## config.mk

```make
export PLATFORM = sky130hd
export DESIGN_NAME = pool2x2_window_sequencer
export DESIGN_NICKNAME = d
export VERILOG_FILES = /design/src/rtl/pool_pkg.sv /design/src/rtl/pool_line_buffer.sv /design/src/rtl/pool2x2_window_sequencer.sv
export SDC_FILE = /design/constraint.sdc
export NUM_CORES = 1
export LEC_CHECK = 0
export ABC_CLOCK_PERIOD_IN_PS = 6200
export CAP_MARGIN = 20
export CORE_MARGIN = 4
export CORE_UTILIZATION = 39
export DETAILED_ROUTE_END_ITERATION = 7
export GPL_ROUTABILITY_DRIVEN = 0
export HOLD_SLACK_MARGIN = 0.03
export SYNTH_ARGS = -nofsm -noshare
export SYNTH_HDL_FRONTEND = slang
export SYNTH_HIERARCHICAL = 1
export SYNTH_SLANG_ARGS = --single-unit
```

## constraint.sdc

```tcl
create_clock -name clk -period 6.2 [get_ports clk]
set_input_delay 0.62 -clock clk [delete_from_list [all_inputs] [get_ports clk]]
set_output_delay 0.62 -clock clk [all_outputs]
set_load 0.01 [all_outputs]
```

## src/rtl/pool_pkg.sv

```systemverilog
// Shared types and constants for the 2x2 pooling window sequencer.
package pool_pkg;

  localparam int WIDTH_DEF     = 32;
  localparam int FRAC_BITS_DEF = 30;

  // Q2.30 reference constants.
  localparam logic [31:0] ONE  = 32'h4000_0000;
  localparam logic [31:0] HALF = 32'h2000_0000;

  typedef enum logic {
    EVEN_ROW = 1'b0,
    ODD_ROW  = 1'b1
  } state_t;

  // Index width for a counter over n positions (never narrower than 1 bit).
  function automatic int idx_w(input int n);
    return (n > 1) ? $clog2(n) : 1;
  endfunction

endpackage

```

## src/rtl/pool_line_buffer.sv

```systemverilog
// One-row pixel store: single write port, two combinational read ports.
module pool_line_buffer #(
  parameter int WIDTH = 32,
  parameter int DEPTH = 8,
  parameter int AW    = 3
) (
  input  logic             clk,
  input  logic             we_i,
  input  logic [AW-1:0]    waddr_i,
  input  logic [WIDTH-1:0] wdata_i,
  input  logic [AW-1:0]    raddr_a_i,
  output logic [WIDTH-1:0] rdata_a_o,
  input  logic [AW-1:0]    raddr_b_i,
  output logic [WIDTH-1:0] rdata_b_o
);

  logic [WIDTH-1:0] mem_q [DEPTH];

  // Contents are don't-care after reset, so the store carries no reset.
  always_ff @(posedge clk) begin
    if (we_i) mem_q[waddr_i] <= wdata_i;
  end

  assign rdata_a_o = mem_q[raddr_a_i];
  assign rdata_b_o = mem_q[raddr_b_i];

endmodule

```

## src/rtl/pool2x2_window_sequencer.sv

```systemverilog
// Raster-stream to non-overlapping 2x2 window sequencer with registered
// valid/ready result stage and frame-length checking.
// Optional build macro: POOL_STATS_EN adds stat_frames / stat_stalls counters.
module pool2x2_window_sequencer
  import pool_pkg::*;
#(
  parameter int WIDTH     = WIDTH_DEF,
  parameter int FRAC_BITS = FRAC_BITS_DEF,
  parameter int IMG_W     = 8,
  parameter int IMG_H     = 8
) (
  input  logic             clk,
  input  logic             rst,
  input  logic             in_valid,
  output logic             in_ready,
  input  logic [WIDTH-1:0] in_data,
  input  logic             in_last,
  output logic [WIDTH-1:0] x00,
  output logic [WIDTH-1:0] x01,
  output logic [WIDTH-1:0] x10,
  output logic [WIDTH-1:0] x11,
  input  logic [WIDTH-1:0] pool_in,
  output logic             out_valid,
  input  logic             out_ready,
  output logic [WIDTH-1:0] out_data,
  output logic             out_last,
  output logic             frame_err
`ifdef POOL_STATS_EN
  ,
  output logic [15:0]      stat_frames,
  output logic [15:0]      stat_stalls
`endif
);

  localparam int CW = idx_w(IMG_W);
  localparam int RW = idx_w(IMG_H);
  localparam logic [CW-1:0] COL_MAX = CW'(IMG_W - 1);
  localparam logic [RW-1:0] ROW_MAX = RW'(IMG_H - 1);

  if ((IMG_W % 2) != 0 || IMG_W < 2 || (IMG_H % 2) != 0 || IMG_H < 2 ||
      FRAC_BITS >= WIDTH) begin : g_cfg_err
    $error("pool2x2_window_sequencer: geometry must be even and >= 2, FRAC_BITS < WIDTH");
  end

  state_t           state_q, state_d;
  logic [CW-1:0]    col_q, col_d;
  logic [RW-1:0]    row_q, row_d;
  logic [WIDTH-1:0] hold_q, hold_d;
  logic [WIDTH-1:0] x00_q, x00_d, x01_q, x01_d, x10_q, x10_d, x11_q, x11_d;
  logic             win_valid_q, win_valid_d;
  logic             win_last_q, win_last_d;
  logic             out_valid_q, out_valid_d;
  logic [WIDTH-1:0] out_data_q, out_data_d;
  logic             out_last_q, out_last_d;
  logic             frame_err_q, frame_err_d;

  logic             accept, col_wrap, final_px, res_fire, win_load, lb_we;
  logic [WIDTH-1:0] lb_left, lb_right;

  // Stall only when a finished window is waiting behind a blocked result.
  assign in_ready = !rst && !(win_valid_q && out_valid_q && !out_ready);
  assign accept   = in_valid && in_ready;
  assign col_wrap = (col_q == COL_MAX);
  assign final_px = col_wrap && (row_q == ROW_MAX);
  assign res_fire = win_valid_q && (!out_valid_q || out_ready);
  assign win_load = accept && (state_q == ODD_ROW) && col_q[0];
  assign lb_we    = accept && (state_q == EVEN_ROW);

  pool_line_buffer #(
    .WIDTH (WIDTH),
    .DEPTH (IMG_W),
    .AW    (CW)
  ) u_linebuf (
    .clk       (clk),
    .we_i      (lb_we),
    .waddr_i   (col_q),
    .wdata_i   (in_data),
    .raddr_a_i (col_q - CW'(1)),
    .rdata_a_o (lb_left),
    .raddr_b_i (col_q),
    .rdata_b_o (lb_right)
  );

  // Row-parity FSM state register.
  always_ff @(posedge clk or posedge rst) begin
    if (rst) state_q <= EVEN_ROW;
    else     state_q <= state_d;
  end

  // Row-parity FSM: flips at every accepted end-of-row pixel.
  always_comb begin
    state_d = state_q;
    if (accept && col_wrap) begin
      case (state_q)
        EVEN_ROW: state_d = ODD_ROW;
        ODD_ROW:  state_d = EVEN_ROW;
        default:  state_d = EVEN_ROW;
      endcase
    end
  end

  // Counters, window capture, result stage and frame check next-state.
  always_comb begin
    col_d       = col_q;
    row_d       = row_q;
    hold_d      = hold_q;
    x00_d       = x00_q;
    x01_d       = x01_q;
    x10_d       = x10_q;
    x11_d       = x11_q;
    win_valid_d = win_valid_q;
    win_last_d  = win_last_q;
    out_valid_d = out_valid_q;
    out_data_d  = out_data_q;
    out_last_d  = out_last_q;
    frame_err_d = frame_err_q;

    if (accept) begin
      col_d = col_wrap ? '0 : col_q + CW'(1);
      if (col_wrap) row_d = (row_q == ROW_MAX) ? '0 : row_q + RW'(1);
      if (state_q == ODD_ROW && !col_q[0]) hold_d = in_data;
      if (in_last != final_px) frame_err_d = 1'b1;
    end

    if (res_fire) begin
      out_data_d  = pool_in;
      out_valid_d = 1'b1;
      out_last_d  = win_last_q;
      win_valid_d = 1'b0;
    end else if (out_ready) begin
      out_valid_d = 1'b0;
      out_last_d  = 1'b0;
    end

    if (win_load) begin
      x00_d       = lb_left;
      x01_d       = lb_right;
      x10_d       = hold_q;
      x11_d       = in_data;
      win_valid_d = 1'b1;
      win_last_d  = final_px;
    end
  end

  // Control and output registers; everything visible resets to zero.
  always_ff @(posedge clk or posedge rst) begin
    if (rst) begin
      col_q       <= '0;
      row_q       <= '0;
      x00_q       <= '0;
      x01_q       <= '0;
      x10_q       <= '0;
      x11_q       <= '0;
      win_valid_q <= 1'b0;
      win_last_q  <= 1'b0;
      out_valid_q <= 1'b0;
      out_data_q  <= '0;
      out_last_q  <= 1'b0;
      frame_err_q <= 1'b0;
    end else begin
      col_q       <= col_d;
      row_q       <= row_d;
      x00_q       <= x00_d;
      x01_q       <= x01_d;
      x10_q       <= x10_d;
      x11_q       <= x11_d;
      win_valid_q <= win_valid_d;
      win_last_q  <= win_last_d;
      out_valid_q <= out_valid_d;
      out_data_q  <= out_data_d;
      out_last_q  <= out_last_d;
      frame_err_q <= frame_err_d;
    end
  end

  // Even-column pixel of an odd row, waiting for its right-hand neighbour.
  always_ff @(posedge clk) begin
    hold_q <= hold_d;
  end

  assign x00       = x00_q;
  assign x01       = x01_q;
  assign x10       = x10_q;
  assign x11       = x11_q;
  assign out_valid = out_valid_q;
  assign out_data  = out_data_q;
  assign out_last  = out_last_q;
  assign frame_err = frame_err_q;

`ifdef POOL_STATS_EN
  logic [15:0] stat_frames_q, stat_stalls_q;

  // Saturating counters: completed frames and source-side stall cycles.
  always_ff @(posedge clk or posedge rst) begin
    if (rst) begin
      stat_frames_q <= '0;
      stat_stalls_q <= '0;
    end else begin
      if (out_valid_q && out_ready && out_last_q && stat_frames_q != 16'hFFFF)
        stat_frames_q <= stat_frames_q + 16'd1;
      if (in_valid && !in_ready && stat_stalls_q != 16'hFFFF)
        stat_stalls_q <= stat_stalls_q + 16'd1;
    end
  end

  assign stat_frames = stat_frames_q;
  assign stat_stalls = stat_stalls_q;
`endif

endmodule

```

### Word-level counts from Yosys, hierarchy flattened

Memories as Yosys holds them, arrays and structs flattened. A register that Yosys moved wholly into a read port is not among the register bits.
Index checks and enable logic that the tools add are counted.

* RAM bits: 256
* input bits: 69
* register bits after elaboration: 140
* memories kept: 1

* bitwise logic cells: 1
* multiplexer cells: 10
* add/subtract/negate cells: 3
* equality and inequality tests: 3
* reductions and logical operators: 22

Memories
* u_linebuf.mem_q: words 8, width 32, rd ports 2, clocked after memory_dff 2, write ports 1, line pool_line_buffer.sv:17 `logic [WIDTH-1:0] mem_q [DEPTH];`

Operator list (number)
* $logic_and A1 B1 Y1: 11
* $mux W1: 7
* $add A3 B1 Y3 const B: 2
* $eq A3 B3 Y1 const B: 2
* $mux W3: 2
* $reduce_and A2 Y1: 3
* $logic_not A1 Y1: 5
* $reduce_bool A2 Y1: 2
* $sub A3 B1 Y3 const B: 1
* $pmux W1 S2: 1
* $logic_or A1 B1 Y1: 1
* $ne A1 B1 Y1: 1
* $not A1 Y1: 1

### Logic depth before layout (Yosys ltp)

Gate-level depths: netlist of run 1.

* depth after elaboration: 8
* gate-level depth with buffers: 8
* mapped depth without buffers: 6

### By module

Netlist of run 1, hierarchy kept.

Modules (own cells, without submodules)
* pool_line_buffer: cells an instance 497, area an instance 11893.9 um^2, instances 1, sequential area each 7687.4 um^2
* pool2x2_window_sequencer: cells an instance 422, area an instance 8135.3 um^2, instances 1, sequential area each 5265.0 um^2

### Worst setup path before layout of run 1

No wires, ideal clock.

* path type: in2reg
* start point: in rst
* end point: reg hold_q[0], enable pin
* path buffers: 0
* stages: 3
* data required time: 5732 ps
* arrival time: 7875 ps
* setup slack: -2143 ps
* setup time: 468 ps
* cells stage by stage: inv_1 > nand3_1 > nor3b_1

* cells in the longest elaborated chain, start to end: 4

RTL lines
* start, declared: line pool2x2_window_sequencer.sv:13 `input logic rst,`
* $logic_not A1 Y1 (no line)
* $logic_and A1 B1 Y1: line pool2x2_window_sequencer.sv:61 `assign in_ready = !rst && !(win_valid_q && out_valid_q && !out_ready);`
* $logic_and A1 B1 Y1: line pool2x2_window_sequencer.sv:62 `assign accept = in_valid && in_ready;`
* $reduce_and A2 Y1 (no line)
* end signal, assigned: line pool2x2_window_sequencer.sv:178 `hold_q <= hold_d;`
* end, declared: line pool2x2_window_sequencer.sv:48 `logic [WIDTH-1:0] hold_q, hold_d;`

Every way passes these cells.
A chain may end at the register's enable or synchronous reset.

### Worst setup path after layout of run 1

* start point: reg col_q[0]
* end point: reg x00_q[30], in the netlist x00[30], read port of u_linebuf.mem_q

* cells in the longest elaborated chain, start to end: 1
* elaborated cells on any way between the ends: 2

RTL lines
* start, declared: line pool2x2_window_sequencer.sv:46 `logic [CW-1:0] col_q, col_d;`
* start signal, assigned: line pool2x2_window_sequencer.sv:161 `col_q <= col_d;`
* $sub A3 B1 Y3 or $logic_and A1 B1 Y1 (tied branches): line pool2x2_window_sequencer.sv:78, pool2x2_window_sequencer.sv:66
* end, declared: line pool2x2_window_sequencer.sv:49 `logic [WIDTH-1:0] x00_q, x00_d, x01_q, x01_d, x10_q, x10_d, x11_q, x11_d;`

Several ways; a longest one is shown, not always the timed one.

==> results of run 1 <==
-- registers in the layout (all words and copies together) (netlist names) --
register and cells:
col_q 3, out_valid 1, x00 32, out_last 1
state_q 1, x11 32, row_q 3, win_valid_q 1
out_data 32, x01 32, u_linebuf/mem_q 256, x10 32
frame_err 1, hold_q 32, win_last_q 1
-- final cells by class --
class	instances	area, sq um
Clock inverter	24	187.7
Sequential cell	460	12960
Inverter	4	21.27
Fill cell	4166	25890
Timing Repair Buffer	255	2532
Tap cell	672	840.8
Antenna cell	1	2.502
Clock buffer	71	1434
Multi-Input combinational cell	401	6606
-- synthesized netlist by cell type, drive strengths merged --
master,count,area [sq um]
mux2i,1,10.01
nor3,2,10.01
clkbuf,3,12.51
inv,4,15.01
buf,51,521.7
nor3b,1,7.510
xor2,3,26.28
o21ai,1,5.000
nand4b,1,23.77
ha,5,62.56
nand3b,1,7.510
o31ai,1,7.510
o21bai,1,7.510
and4,1,8.760
nand2b,6,37.54
and2b,1,7.510
mux2,230,3040
nand3,1,5.000
nand2,5,18.77
nor2,11,48.80
and3b,1,10.01
mux4,128,3183
dfrtp,172,4304
edfxtp,288,8648
-- kinds of logic after synthesis --
family / count (synthesis) / share of synthesized area
muxes: 359 / 0.3112
adders and majority gates: 5 / 0.003123
and+or+nand+nor: 31 / 0.009246
xor gates and xnor gates: 3 / 0.001312
AOI/OAI and AO/OA: 3 / 0.0009995
buffers and inverters: 58 / 0.02742
DFF: 460 / 0.6467
-- worst paths after layout --
path / start / to / slack [ns] / cells past startpoint
worst max-delay path: col_q[0] / x00[30] / 2.36 / 7
worst min-delay path: hold_q[2] / x10[2] / 0.45 / 1
worst max register to register: col_q[0] / x00[30] / 2.36 / 7
worst min register to register: hold_q[2] / x10[2] / 0.45 / 1
max in group asynchronous: rst / x00[26] / 4.59 / 3
min in group asynchronous: rst / win_last_q / 0.74 / 3
-- layer usage --
metal | global-route usage | routed length (um)
met2 | 0.2740 | 22150
met3 | 0.03107 | 2151
met4 | 0.04296 | 906
met5 | 0 | 20
met1 | 0.2184 | 19820
-- power by group --
part	switching, mW	internal [mW]
clock	1.21	1.70
combinational	1.91	2.91
sequential	0.479	3.95
-- through the flow --
stage / setup slack [ns] / instance area [sq um] / hold slack, ns / cells
floorplan: 0.1348 / 20030 / 0.4574 / 919
global placement: 2.346 / 22940 / 0.4586 / 1791
detailed placement: 2.300 / 22960 / 0.4646 / 1792
CTS: 2.288 / 24580 / 0.4667 / 1887
global route: 2.158 / 24580 / 0.4805 / 1887
finish: 2.356 / 24590 / 0.4523 / 1888
==> results.py, run 1 <==
metrics = {
    "timing": {
        "max_slew_margin": 0.2755,
        "setup_viol": 0,
        "tightestPinTransition_ns": 1.087,
        "slew_viol_final": 0,
        "fin_crit_sh": 0.6201,
        "fin_setup_tns_ns": 0,
        "rsz0062_at_grt": "false",
        "period_minus_slack_ns": 3.844,
        "fin_skew_ns": 0.02584,
        "fmax_mhz": 260.1,
        "final_hold_viol_count": 0,
    },
    "power": {
        "max-vdd-ir-drop_v": 0.0003169,
        "finalPower_mw": 12.16,
        "leakagePower_nw": 9.102,
        "pwr_density_cell_mw_per_mm2": 494.6,
    },
    "grt": {
        "grt_usage": 0.1625,
        "grt_first_pass_wirelength_um": 69000,
        "grt_antenna_before_repair": 2,
        "overflow": 0,
        "grt_start_max_net_pins": 174,
        "grt_pass1_vias": 10790,
    },
    "synthesis": {
        "ys_warn_count": 6,
        "syn_inst": 919,
        "yosysSeqAreaShare": 0.6467,
        "ys_ff_latch": 460,
        "synth_nets": 993,
        "synth_area_sq_mm": 0.02003,
        "syn_avg_cell_area_sq_um": 21.79,
        "synth_cell_type_count": 31,
    },
    "final_layout": {
        "final_common_cell": "edfxtp_1",
        "final_core_util": 0.4871,
        "drive_gt1_frac": 0.3259,
        "nNetsFinal": 1247,
        "area_growth_pct": 22.75,
        "final_cell_mix": "288 x edfxtp_1, 232 x clkdlybuf4s50_1, 169 x dfrtp_1, 120 x mux2_4, 110 x mux2_2",
    },
    "min_path": {
        "hp-class": "register to register",
    },
    "job": {
        "max-cap-violations": 0,
    },
    "critical_path": {
        "max_stage_delay_ns": 0.81,
        "cp_cell_sequence": "inv_4 > ha_1 > xor2_4 > buf_4 > mux4_2 > mux2_2 > mux2_2",
        "start_kind": "register",
        "cpMaxStageDelayCell": "dfrtp_4",
        "cp.required_ns": 6.65,
        "critPathMaxFanout": 54,
        "end_kind": "register",
        "arrival_ns": 4.29,
        "cp_num_buf_inv": 2,
        "crit_type": "register to register",
        "path_delay_family": "buffers and inverters",
        "path_common_cell": "mux2_2",
    },
    "routing": {
        "vias_per_cell": 5.153,
        "drcViolationCount": 0,
        "vias": 9728,
        "first_pass_iters": 4,
        "ant_nets": 0,
        "drt_iter0_drc": 491,
        "wl_per_cell_um": 23.86,
        "routed_wl_um": 45040,
    },
    "outcome": {
        "status": "completed",
    },
    "clock_tree": {
        "root_buffer": "clkbuf_16",
        "cts.path.max_buffers": 3,
        "cts_hold_buf": 0,
        "htreeDepth": 2,
        "clkTransAtPathRegs_ns": 0.06,
        "post_cts_resize_count": 0,
        "clk_latency_ns": 0.59,
        "cts_setup_buffers": 0,
        "cts_inserted_buffers": 51,
        "cts_tree": "yes",
        "cts.sinks": 460,
    },
    "floorplanning": {
        "num_rows": 82,
        "die_height_um": 234.6,
        "die_w_um": 234.6,
        "io-pin-count": 233,
        "floorplan.initialDensity": 0.3968,
        "fp.dieArea_sq_mm": 0.05505,
        "coreArea_sq_mm": 0.05048,
    },
    "placed_design": {
        "dp_hpwl_um": 26680,
        "portBuffers": 232,
    },
}
Note: power is estimated with default switching activity, not from simulation.
==> run 2: changes to the inputs <==
--- a/config.mk
+++ b/config.mk
@@ -5,7 +5,7 @@
 export SDC_FILE = /design/constraint.sdc
 export NUM_CORES = 1
 export LEC_CHECK = 0
-export ABC_CLOCK_PERIOD_IN_PS = 6200
+export ABC_CLOCK_PERIOD_IN_PS = 3800
 export CAP_MARGIN = 20
 export CORE_MARGIN = 4
 export CORE_UTILIZATION = 39
==> constraint.sdc (replaced) <==
create_clock -name clk -period 3.8 [get_ports clk]
set_input_delay 0.38 -clock clk [delete_from_list [all_inputs] [get_ports clk]]
set_output_delay 0.38 -clock clk [all_outputs]
set_load 0.01 [all_outputs]
==> run 2 against run 1 <==
  * Setup slack got worse by 1.4 ns
  * Sequential power is 62% higher
  * Utilization up 0.30 points
  * Design area up 0.62%
  * Non-clock buffer count rose by 5
  * Combinational power is 65% higher
  * Critical path type unchanged
  * Largest cell class unchanged
  * Largest power group unchanged
  * Highest routed layer is now met4
==> results.py, run 2 (same netlist as run 1, synthesis figures left out) <==
metrics = {
    "clock_tree": {
        "root_buffer": "clkbuf_16",
        "cts_tree": "yes",
        "clk_latency_ns": 0.59,
        "post_cts_resize_count": 0,
        "cts_setup_buffers": 0,
        "cts.sinks": 460,
        "cts.path.max_buffers": 3,
        "clkTransAtPathRegs_ns": 0.06,
        "cts_hold_buf": 0,
        "htreeDepth": 2,
        "cts_inserted_buffers": 51,
    },
    "placed_design": {
        "portBuffers": 232,
        "place_inst": 1797,
        "dp_hpwl_um": 26120,
    },
    "grt": {
        "grt_usage": 0.1617,
        "grt_pass1_vias": 10750,
        "grt_start_max_net_pins": 174,
        "grt_first_pass_wirelength_um": 68870,
        "grt_antenna_before_repair": 1,
        "overflow": 0,
    },
    "floorplanning": {
        "num_rows": 82,
        "coreArea_sq_mm": 0.05048,
        "die_w_um": 234.6,
        "die_height_um": 234.6,
        "floorplan.initialDensity": 0.3968,
        "fp.dieArea_sq_mm": 0.05505,
        "io-pin-count": 233,
    },
    "routing": {
        "wl_per_cell_um": 23.74,
        "routed_wl_um": 44960,
        "drt_iter0_drc": 467,
        "vias_per_cell": 5.200,
        "vias": 9848,
        "drcViolationCount": 0,
        "first_pass_iters": 4,
        "ant_nets": 0,
    },
    "final_layout": {
        "drive_gt1_frac": 0.3325,
        "nNetsFinal": 1252,
        "nFillCells": 4188,
        "regMostFlops": "u_linebuf/mem_q",
        "area_growth_pct": 23.51,
        "final_cell_mix": "288 x edfxtp_1, 232 x clkdlybuf4s50_1, 169 x dfrtp_1, 120 x mux2_4, 110 x mux2_2",
        "largest_reg_flops": 256,
        "final_common_cell": "edfxtp_1",
        "instances_no_fill": 1894,
    },
    "power": {
        "finalPower_mw": 19.98,
        "pwr_density_cell_mw_per_mm2": 807.6,
        "leakagePower_nw": 9.183,
        "max-vdd-ir-drop_v": 0.0006565,
    },
    "critical_path": {
        "crit_type": "register to register",
        "arrival_ns": 3.27,
        "end_kind": "register",
        "cp.required_ns": 4.26,
        "critPathMaxFanout": 44,
        "start_kind": "register",
    },
    "timing": {
        "fmax_mhz": 356.4,
        "fin_crit_sh": 0.7385,
        "period_minus_slack_ns": 2.806,
        "fin_skew_ns": 0.01941,
        "final_hold_viol_count": 0,
        "fin_setup_tns_ns": 0,
        "slew_viol_final": 0,
        "max_slew_margin": 0.2614,
        "setup_viol": 0,
        "tightestPinTransition_ns": 1.106,
        "rsz0062_at_grt": "false",
    },
    "outcome": {
        "status": "completed",
    },
    "min_path": {
        "hp-class": "primary input to register",
    },
    "job": {
        "max-cap-violations": 0,
    },
}
## run 2: changes by cell type in the layout (fill, tap and decap cells not counted), sizes merged
cell      change
inv           +3
bufinv        -1
clkinvlp      -2
clkinv        -4
clkbuf        +5
buf           +5
## run 2: cell type report
| class | count | area [sq um] | area share |
|---|---|---|---|
| tap | 672 | 840.8 | 0.03399 |
| multi-input combinational | 401 | 6648 | 0.2687 |
| inverter | 4 | 21.27 | 0.0008598 |
| timing repair buffer | 260 | 2608 | 0.1054 |
| clock inverter | 20 | 165.2 | 0.006676 |
| clock buffer | 76 | 1493 | 0.06034 |
| sequential | 460 | 12960 | 0.5239 |
| antenna | 1 | 2.502 | 0.0001012 |
## run 2: worst paths after layout
path                              from      endpoint  slack (ns)  cells past startpoint
setup / recovery              col_q[0]       x00[20]        0.99                      7
hold / removal             pool_in[27]  out_data[27]        0.41                      2
setup reg to reg              col_q[0]       x00[20]        0.99                      7
hold reg to reg              hold_q[1]        x10[1]        0.46                      1
max in group asynchronous          rst       x11[12]        2.47                      3
min in group asynchronous          rst     frame_err        0.55                      3
## run 2: worst max-delay path, cell delays in order (launching register included)
cell     delay, ns
dfrtp_4       0.65
inv_4         0.13
ha_1          0.24
xor2_4        0.16
buf_4         0.55
mux4_1        0.40
mux2_2        0.28
mux2_4        0.25
## run 2: routing by layer
| metal | share of wire | GRT usage | up-vias |
|---|---|---|---|
| li1 | - | - | 4327 |
| met1 | 0.46 | 0.2276 | 5243 |
| met2 | 0.49 | 0.2626 | 217 |
| met3 | 0.038 | 0.02896 | 61 |
| met4 | 0.019 | 0.04332 | 0 |
| met5 | 0 | 0 | - |
## run 2: through the flow
stage               area, sq um  setup WS [ns]  hold slack [ns]    util
floorplan                 20140        -0.8076           0.4574       -
global placement          23080         0.9576           0.4578  0.4572
detailed placement        23080         0.9276           0.4646  0.4572
CTS                       24740         0.9297           0.3561  0.4900
global route              24740         0.8193           0.3668  0.4901
finish                    24740         0.9939           0.4053  0.4901
## run 2: power breakdown
part	leakage [nW]	internal [mW]	switching, mW
logic	3.67	4.77	3.22
clock network	0.819	2.80	2.00
registers	4.70	6.44	0.745
total	9.18	14.0	5.96
==> run 3: changes to the inputs <==
--- a/config.mk
+++ b/config.mk
@@ -5,7 +5,7 @@
 export SDC_FILE = /design/constraint.sdc
 export NUM_CORES = 1
 export LEC_CHECK = 0
-export ABC_CLOCK_PERIOD_IN_PS = 3800
+export ABC_CLOCK_PERIOD_IN_PS = 2430
 export CAP_MARGIN = 20
 export CORE_MARGIN = 4
 export CORE_UTILIZATION = 39
==> constraint.sdc (replaced) <==
create_clock -name clk -period 2.43 [get_ports clk]
set_input_delay 0.243 -clock clk [delete_from_list [all_inputs] [get_ports clk]]
set_output_delay 0.243 -clock clk [all_outputs]
set_load 0.01 [all_outputs]
==> run 3 against run 2 <==
  * Combinational power up 63%
  * Clock-buffer cell count decreased by 10
  * Fmax increased by 21%
  * Utilization rose by 1.0 points
  * Design area increased by 2.1%
  * Setup slack worse by 0.89 ns
  * Routed wire length grew 1.2%
  * Die area unchanged
  * Critical path depth down 1
  * Critical endpoint is now x00[5]
  * Non-clock buffer count increased by 18
  * Flip-flop and latch count stayed put
==> results.py, run 3 (same netlist as run 1, synthesis figures left out) <==
metrics = {
    "placed_design": {
        "dp_hpwl_um": 27870,
        "place_area_sq_mm": 0.02353,
        "portBuffers": 232,
    },
    "grt": {
        "grt_start_max_net_pins": 105,
        "grt_usage": 0.1633,
        "overflow": 0,
        "grt_antenna_before_repair": 0,
        "grt_first_pass_wirelength_um": 69500,
        "grt_pass1_vias": 10900,
    },
    "routing": {
        "routed_wl_um": 45510,
        "first_pass_iters": 4,
        "drt_iter0_drc": 499,
        "drcViolationCount": 0,
        "vias_per_cell": 5.196,
        "wl_per_cell_um": 23.85,
        "vias": 9914,
        "ant_nets": 0,
    },
    "critical_path": {
        "cpMaxStageDelayCell": "mux4_1",
        "arrival_ns": 2.78,
        "cp.required_ns": 2.89,
        "crit_type": "register to register",
        "max_stage_delay_ns": 0.58,
        "r2r_cells": 6,
        "end_kind": "register",
        "worstReg2RegEnd": "x00[5]",
        "start_kind": "register",
        "critPathMaxFanout": 26,
        "cp_cell_sequence": "inv_4 > buf_12 > buf_4 > mux4_1 > mux2_2 > mux2_4",
        "timing.rr.start": "col_q[0]",
        "r2r_slack_ns": 0.11,
    },
    "floorplanning": {
        "die_height_um": 234.6,
        "coreArea_sq_mm": 0.05048,
        "io-pin-count": 233,
        "die_w_um": 234.6,
        "num_rows": 82,
        "floorplan.initialDensity": 0.3968,
        "fp.dieArea_sq_mm": 0.05505,
    },
    "final_layout": {
        "finalInstanceArea_sq_mm": 0.02525,
        "nNetsFinal": 1269,
        "multi_input_area_sq_mm": 0.006648,
        "final_cell_mix": "288 x edfxtp_1, 232 x clkdlybuf4s50_1, 169 x dfrtp_1, 120 x mux2_4, 110 x mux2_2",
        "drive_gt1_frac": 0.3455,
        "regMostFlops": "u_linebuf/mem_q",
        "final_core_util": 0.5002,
        "area_growth_pct": 26.07,
        "nFillCells": 4122,
        "num_antenna_cells": 0,
        "final_common_cell": "edfxtp_1",
        "seq_area_sq_mm": 0.01296,
        "largest_reg_flops": 256,
    },
    "timing": {
        "final_hold_viol_count": 0,
        "fin_skew_ns": 0.01233,
        "fin_setup_tns_ns": 0,
        "rsz0062_at_grt": "false",
        "max_slew_margin": 0.4052,
        "setup_viol": 0,
        "period_minus_slack_ns": 2.323,
        "fin_crit_sh": 0.9560,
        "slew_viol_final": 0,
        "fmax_mhz": 430.5,
        "tightestPinTransition_ns": 0.8922,
    },
    "clock_tree": {
        "cts.sinks": 460,
        "cts_hold_buf": 0,
        "root_buffer": "clkbuf_16",
        "htreeDepth": 2,
        "clkTransAtPathRegs_ns": 0.06,
        "cts.path.max_buffers": 3,
        "cts_tree": "yes",
        "cts_setup_buffers": 0,
        "post_cts_resize_count": 0,
        "clk_latency_ns": 0.58,
        "cts_inserted_buffers": 50,
    },
    "min_path": {
        "whs_endpoint": "out_data[8]",
        "min_from": "pool_in[8]",
        "hp-class": "primary input to register",
        "min_path_cells": 2,
    },
    "power": {
        "max-vdd-ir-drop_v": 0.0007715,
        "pwr_density_cell_mw_per_mm2": 1266,
        "leakagePower_nw": 9.396,
    },
    "job": {
        "max-cap-violations": 0,
    },
    "outcome": {
        "status": "completed",
    },
}
[run 3: where the power goes]
group | total, mW | internal, mW | switching [mW] | leakage (nW)
clock | 7.86 | 4.81 | 3.06 | 0.860
sequential | 11.1 | 10.1 | 1.02 | 4.70
combinational | 13.0 | 7.82 | 5.19 | 3.84
[run 3: per-layer routing]
metal / wire length [um] / global-route usage / up-vias
li1: - / - / 4348
met1: 19690 / 0.2166 / 5305
met2: 23130 / 0.2833 / 203
met3: 1871 / 0.02732 / 58
met4: 820 / 0.03956 / 0
met5: 0 / 0 / -
[run 3: layout make-up]
| cell class | instances | area share |
|---|---|---|
| tap | 672 | 0.03330 |
| clock buffer | 66 | 0.05560 |
| timing repair buffer | 278 | 0.1210 |
| multi-input combinational | 401 | 0.2633 |
| inverter | 4 | 0.0008424 |
| sequential | 460 | 0.5133 |
| clock inverter | 27 | 0.01269 |
[run 3: worst max path at each step]
| stage | cells after the start | slack, ns | end | start |
|---|---|---|---|---|
| 2_1_floorplan | 5 | -2.04 | u_linebuf/mem_q[0][0] | rst |
| 3_3_place_gp | 6 | 0.11 | x00[24] | col_q[0] |
| 3_5_place_dp | 6 | 0.09 | x00[24] | col_q[0] |
| 4_1_cts | 6 | 0.08 | x00[24] | col_q[0] |
| 5_1_grt | 6 | 0.03 | x00[24] | col_q[0] |
| 6_report | 6 | 0.11 | x00[5] | col_q[0] |
[run 3: stage by stage]
| stage | hold slack [ns] | total power, mW | setup WS (ns) | cells |
|---|---|---|---|---|
| floorplan | 0.3419 | 19.19 | -2.040 | 919 |
| global placement | 0.4590 | 24.40 | 0.1094 | 1815 |
| detailed placement | 0.4643 | 24.48 | 0.09413 | 1815 |
| CTS | 0.2307 | 32.56 | 0.07947 | 1908 |
| global route | 0.2517 | 33.52 | 0.02902 | 1908 |
| finish | 0.2779 | 31.97 | 0.1069 | 1908 |
[run 3: worst max-delay path, delay by kind of cell (launching register included)]
kind     cells  cell delay (ns)
mux          3             1.11
buf+inv      3             0.57
flops        1             0.50
